**src/rtl/sync_frame_tx_pkg.sv**
```systemverilog
// sync_frame_tx_pkg
// Shared definitions for the serial frame transmitter:
//   - state_e       : FSM state encodings (also visible on the debug port)
//   - SYNC_WORD     : 4-bit frame sync pattern, sent MSB first
//   - STUFF_TRIGGER : link history that forces a stuffed zero before a payload bit
//   - GAP_MIN       : smallest legal number of forced zeros after a payload
package sync_frame_tx_pkg;

  typedef enum logic [2:0] {
    ST_IDLE  = 3'd0,
    ST_SYNC  = 3'd1,
    ST_DATA  = 3'd2,
    ST_STUFF = 3'd3,
    ST_GAP   = 3'd4
  } state_e;

  localparam int              SYNC_W        = 4;
  localparam logic [SYNC_W-1:0] SYNC_WORD   = 4'b1101;
  localparam logic [2:0]      STUFF_TRIGGER = 3'b110;
  localparam int              GAP_MIN       = 2;

  function automatic int max3(input int a, input int b, input int c);
    int m;
    m = (a > b) ? a : b;
    return (m > c) ? m : c;
  endfunction

endpackage

```
**src/rtl/sync_frame_tx_stuff_hist.sv**
```systemverilog
// tx_stuff_hist
// Tracks the last three bits placed on the serial link and flags when the
// next payload bit must be replaced by a stuffed zero.
// Ports:
//   clk       in   rising-edge clock
//   rst       in   asynchronous active-low reset (clears history to 000)
//   bit_in    in   bit being registered onto the link this edge
//   stuff_req out  history equals STUFF_TRIGGER
module tx_stuff_hist
  import sync_frame_tx_pkg::*;
(
  input  logic clk,
  input  logic rst,
  input  logic bit_in,
  output logic stuff_req
);

  logic [2:0] hist_q;
  logic [2:0] hist_d;

  // hist_q[0] always mirrors the bit currently on the link.
  always_comb begin
    hist_d = {hist_q[1:0], bit_in};
  end

  always_ff @(posedge clk or negedge rst) begin
    if (!rst) begin
      hist_q <= 3'b000;
    end else begin
      hist_q <= hist_d;
    end
  end

  assign stuff_req = (hist_q == STUFF_TRIGGER);

endmodule

```
**src/rtl/sync_frame_tx.sv**
```systemverilog
// sync_frame_tx
// Serial frame transmitter. Accepts a payload word over valid/ready and sends
// sync word 1101, then the payload MSB first with zero-stuffing so that 1101
// never appears inside a frame, then GAP forced zeros before returning to IDLE.
// Ports:
//   clk        in   rising-edge clock
//   rst        in   asynchronous active-low reset
//   in_data    in   payload word (DATA_W bits)
//   in_valid   in   payload offered
//   in_ready   out  high only in IDLE and out of reset
//   k          out  registered serial bit
//   tx_active  out  high in SYNC, DATA, STUFF, GAP
//   frame_done out  high while the last payload bit is on k
//   state      out  current FSM state (debug)
module sync_frame_tx
  import sync_frame_tx_pkg::*;
#(
  parameter int DATA_W = 8,
  parameter int GAP    = 2
) (
  input  logic              clk,
  input  logic              rst,
  input  logic [DATA_W-1:0] in_data,
  input  logic              in_valid,
  output logic              in_ready,
  output logic              k,
  output logic              tx_active,
  output logic              frame_done,
  output logic [2:0]        state
);

  // One counter serves as sync index, payload bit count and gap count.
  localparam int CNT_MAX = max3(DATA_W, SYNC_W, GAP);
  localparam int CNT_W   = $clog2(CNT_MAX + 1);

  state_e              state_q, state_d;
  logic                k_q, k_d;
  logic                tx_active_q, tx_active_d;
  logic                frame_done_q, frame_done_d;
  logic [DATA_W-1:0]   shreg_q, shreg_d;
  logic [CNT_W-1:0]    cnt_q, cnt_d;

  logic                xfer;
  logic                stuff_req;
  logic                take_payload;
  logic [CNT_W-1:0]    pay_cnt;
  logic [SYNC_W-1:0]   sync_sh;

  assign in_ready = rst & (state_q == ST_IDLE);
  assign xfer     = in_valid & in_ready;

  // Sync bit to send next is the MSB of the sync word shifted by the
  // number of sync bits already sent.
  assign sync_sh = SYNC_WORD << cnt_q;

  tx_stuff_hist u_hist (
    .clk       (clk),
    .rst       (rst),
    .bit_in    (k_d),
    .stuff_req (stuff_req)
  );

  always_comb begin
    state_d      = state_q;
    k_d          = 1'b0;
    frame_done_d = 1'b0;
    shreg_d      = shreg_q;
    cnt_d        = cnt_q;
    take_payload = 1'b0;
    pay_cnt      = cnt_q;

    case (state_q)
      ST_IDLE: begin
        if (xfer) begin
          state_d = ST_SYNC;
          k_d     = SYNC_WORD[SYNC_W-1];
          shreg_d = in_data;
          cnt_d   = CNT_W'(1);
        end
      end

      ST_SYNC: begin
        if (cnt_q < CNT_W'(SYNC_W)) begin
          k_d   = sync_sh[SYNC_W-1];
          cnt_d = cnt_q + CNT_W'(1);
        end else begin
          // Sync complete: counter restarts as the payload bit count.
          take_payload = 1'b1;
          pay_cnt      = '0;
        end
      end

      ST_DATA: begin
        if (cnt_q == CNT_W'(DATA_W)) begin
          // Final payload bit just went out; never stuff after it.
          state_d = ST_GAP;
          cnt_d   = CNT_W'(1);
        end else begin
          take_payload = 1'b1;
        end
      end

      ST_STUFF: begin
        // History now ends in 0, so the held bit is always released here.
        take_payload = 1'b1;
      end

      ST_GAP: begin
        if (cnt_q < CNT_W'(GAP)) begin
          cnt_d = cnt_q + CNT_W'(1);
        end else begin
          state_d = ST_IDLE;
          cnt_d   = '0;
        end
      end

      default: begin
        state_d = ST_IDLE;
        cnt_d   = '0;
      end
    endcase

    if (take_payload) begin
      if (stuff_req) begin
        // Insert a zero and keep the payload bit for the next cycle.
        state_d = ST_STUFF;
        k_d     = 1'b0;
        cnt_d   = pay_cnt;
      end else begin
        state_d      = ST_DATA;
        k_d          = shreg_q[DATA_W-1];
        shreg_d      = {shreg_q[DATA_W-2:0], 1'b0};
        cnt_d        = pay_cnt + CNT_W'(1);
        frame_done_d = (pay_cnt == CNT_W'(DATA_W - 1));
      end
    end

    tx_active_d = (state_d != ST_IDLE);
  end

  always_ff @(posedge clk or negedge rst) begin
    if (!rst) begin
      state_q      <= ST_IDLE;
      k_q          <= 1'b0;
      tx_active_q  <= 1'b0;
      frame_done_q <= 1'b0;
      shreg_q      <= '0;
      cnt_q        <= '0;
    end else begin
      state_q      <= state_d;
      k_q          <= k_d;
      tx_active_q  <= tx_active_d;
      frame_done_q <= frame_done_d;
      shreg_q      <= shreg_d;
      cnt_q        <= cnt_d;
    end
  end

  assign k          = k_q;
  assign tx_active  = tx_active_q;
  assign frame_done = frame_done_q;
  assign state      = state_q;

endmodule
```
**config.mk**
```make
export PLATFORM = sky130hd
export DESIGN_NAME = sync_frame_tx
export DESIGN_NICKNAME = d
export VERILOG_FILES = /design/src/rtl/sync_frame_tx_pkg.sv /design/src/rtl/sync_frame_tx_stuff_hist.sv /design/src/rtl/sync_frame_tx.sv
export SDC_FILE = /design/constraint.sdc
export NUM_CORES = 1
export LEC_CHECK = 0
export CORE_ASPECT_RATIO = 0.75
export CORE_MARGIN = 2
export CORE_UTILIZATION = 30
export CTS_BUF_LIST = sky130_fd_sc_hd__clkbuf_16
export CTS_CLUSTER_SIZE = 16
export DETAILED_ROUTE_END_ITERATION = 12
export PLACE_DENSITY = 0.53
export SLEW_MARGIN = 20
export SYNTH_ARGS = -nofsm -noshare
export SYNTH_HDL_FRONTEND = slang
export SYNTH_HIERARCHICAL = 1
export SYNTH_SLANG_ARGS = --single-unit
```
**constraint.sdc**
```tcl
create_clock -name clk -period 2.76 [get_ports clk]
set_clock_uncertainty 0.1 [all_clocks]
set_input_delay 0.828 -clock clk [delete_from_list [all_inputs] [get_ports clk]]
set_output_delay 0.828 -clock clk [all_outputs]
set_load 0.02 [all_outputs]
```
==> metrics.yaml <==
outcome:
  status: "complete, no violations"
yosys:
  synth_area_per_cell_um2: 10.1
  synth_seq_cells: 21
  synthCells: 114
  async_reset_ff_frac: 1.00
  syn-cell-area_um2: 1150
  yosysWarnings: 6
  synthFlopType: "dfrtp_1"
  synth_edf_count: 0
  syn-num-nets: 128
  synth_cell_type_count: 41
  yosysSeqAreaShare: 0.458
clock_tree:
  clock_path_buffers: 2
  htree_levels: 1
  clock_sinks: 21
  cts_tree: "built"
  clk_latency_ns: 0.25
  cts_root_buf: "clkbuf_16"
  clkTransAtPathRegs_ns: 0.06
  numCtsBuffers: 3
  ctsHoldBuffers: 0
routing:
  vias: 940
  drtIter0Drc: 72
  viasPerCell: 4.95
  ant_nets: 0
  first_pass_iters: 4
  route.detailed.drc: 0
  detail_route.wirelength_mm: 2.54
  wl_per_cell_um: 13.3
die:
  die_y_um: 57.6
  start_util: 0.314
  io_pins: 18
  core_um2: 3660
  dieArea_um2: 4340
  die_w_um: 75.5
  num_rows: 19
timing:
  finalCriticalPeriod_ns: 2.61
  relSlewSlack: 0.712
  setup_tns_ns: 0
  finalCritPeriodShare: 0.944
  setup_viol_count_final: 0
  rsz0062_at_grt: "false"
  max_freq_mhz: 384
  hold_viol: 0
  worst_pin_slew_ns: 0.431
  drv_slew: 0
worst_setup_path:
  critical_path_class: "input pin to primary output"
  setup.worst_path.start: "rst"
  cp_max_fo: 2
  crit_chain: "clkdlybuf4s50_1 > and2_1 > clkbuf_2"
  arrival_ns: 1.68
  crit_required_ns: 1.83
  slowest_stage: "clkdlybuf4s50_1"
  timing.rr.start: "state[2]"
  end_kind: "primary output"
  max_stage_delay_ns: 0.48
  crit_path_start_kind: "input pin"
power:
  combPwrFrac: 0.481
  internal-power_mw: 0.969
  switching_share: 0.387
  p_leak_nw: 0.622
  pwr-share-clk: 0.194
  seqPwrFrac: 0.325
  peakVddDrop_uv: 308
  powerDensity_nw_per_um2: 1050
  p_switching_mw: 0.613
  power_mw: 1.58
global_routing:
  grt_pass1_wl_mm: 4.33
  grt_usage: 0.132
  grt_start_max_net_pins: 26
  grt_pass1_vias: 921
  grt_overflow: 0
  antenna_found_initial: 0
layout:
  final_cell_area_um2: 1500
  final_layout_size_suffix_gt1_frac: 0.130
  diodes: 0
  fin_nets: 153
  area_growth_pct: 30.6
  fin_util: 0.410
  fillers: 363
worst_hold_path:
  hold_path_class: "flip-flop to flip-flop"
  min_from: "u_hist/hist_q[0]"
placed_design:
  io_buffers: 17
  dpl.hpwl_mm: 1.89
  postPlaceCellArea_um2: 1430
  place_congestion: 0.860
job:
  cap_violations: 0
## what timing repair did
action	CTS	global route
resized for setup	2	1
endpoints found under the setup margin	1	1
setup buffers	0	0
## flip-flops by register name, summed over array words and instances, names as in the netlist
signal / cells
shreg_q: 8
cnt_q: 4
state: 3
u_hist/hist_q: 3
frame_done: 1
k: 1
tx_active: 1
## cell usage after synthesis (all sizes together), types with 2 or more instances
master | n | share of area
dfrtp | 21 | 0.46
nor3 | 3 | 0.017
or3b | 2 | 0.015
buf | 4 | 0.023
a21boi | 2 | 0.013
a2111oi | 2 | 0.033
a21oi | 2 | 0.0087
ha | 3 | 0.033
a31oi | 3 | 0.016
o211ai | 2 | 0.017
inv | 4 | 0.013
o21ai | 12 | 0.052
nand2 | 15 | 0.049
nand3 | 3 | 0.013
nand2b | 3 | 0.016
o32ai | 2 | 0.015
nor2b | 2 | 0.013
mux2i | 7 | 0.061
nor2 | 5 | 0.016
## metal layers
layer  part of all wire  global-route usage  vias to the layer above
li1                   -                   -                      463
met3              0.056              0.0389                        2
met5                  0                   0                        -
met4             0.0043              0.0401                        0
met1               0.51               0.201                      441
met2               0.43               0.179                       34
## cells by family after synthesis
family	count (synthesis)	synth area share
AO/OA/AOI/OAI	31	0.202
AND/OR/NAND/NOR	42	0.199
multiplexers	7	0.0610
buffers and inverters	9	0.0403
XOR/XNOR	1	0.00763
adder cells (fa/ha/maj)	3	0.0327
flip-flops	21	0.458
## worst max-delay path, delay by kind of cell
kind                   cells  cell delay, ns
AND/OR/NAND/NOR            1            0.18
buffers and inverters      2            0.67
## cell type report
| class | count | area [µm²] | area share |
|---|---|---|---|
| multi-input cells | 84 | 577 | 0.384 |
| clock buffers | 3 | 75.1 | 0.0500 |
| inverters | 4 | 15.0 | 0.0100 |
| repair buffers | 25 | 238 | 0.158 |
| flip-flops and latches | 21 | 526 | 0.350 |
| clock inverters | 1 | 5.00 | 0.00334 |
| well taps | 52 | 65.1 | 0.0434 |
## final timing paths
kind,to,cells after the start,slack (ns)
max,in_ready,3,0.15
min,u_hist/hist_q[1],0,0.27
max reg2reg,cnt_q[1],8,0.52
min reg2reg,u_hist/hist_q[1],0,0.27
max in group asynchronous,cnt_q[1],2,1.45
min in group asynchronous,k,2,0.87
## power by group through the flow
stage	clock [mW]	combinational, mW	sequential, mW
6_report	0.306	0.761	0.515
5_1_grt	0.325	0.840	0.535
4_1_cts	0.310	0.763	0.515
3_5_place_dp	0	0.763	0.520
3_3_place_gp	0	0.758	0.518
2_1_floorplan	0	0.484	0.540
## per-stage QoR
step | instances | setup slack [ns] | hold WS, ns
final | 190 | 0.154 | 0.266
after CTS | 190 | 0.00783 | 0.270
after detailed placement | 186 | -0.273 | 0.257
after global routing | 190 | 0.113 | 0.283
after global placement | 186 | -0.300 | 0.254
after floorplan | 114 | 0.712 | 0.247
## layout by cell type (no fill, tap or decap), types with 2 or more instances in the layout
master,instances
a21boi_0,2
a21oi_1,2
a31oi_1,3
buf_4,7
clkbuf_16,3
clkdlybuf4s50_1,16
dfrtp_1,21
ha_1,3
inv_1,4
mux2i_1,7
nand2_1,15
nand2b_1,3
nand3_1,3
nor2_1,5
nor3_1,2
o21ai_0,12
o32ai_1,2
or3b_1,2
No activity file was read; power rests on OpenSTA's default activity.
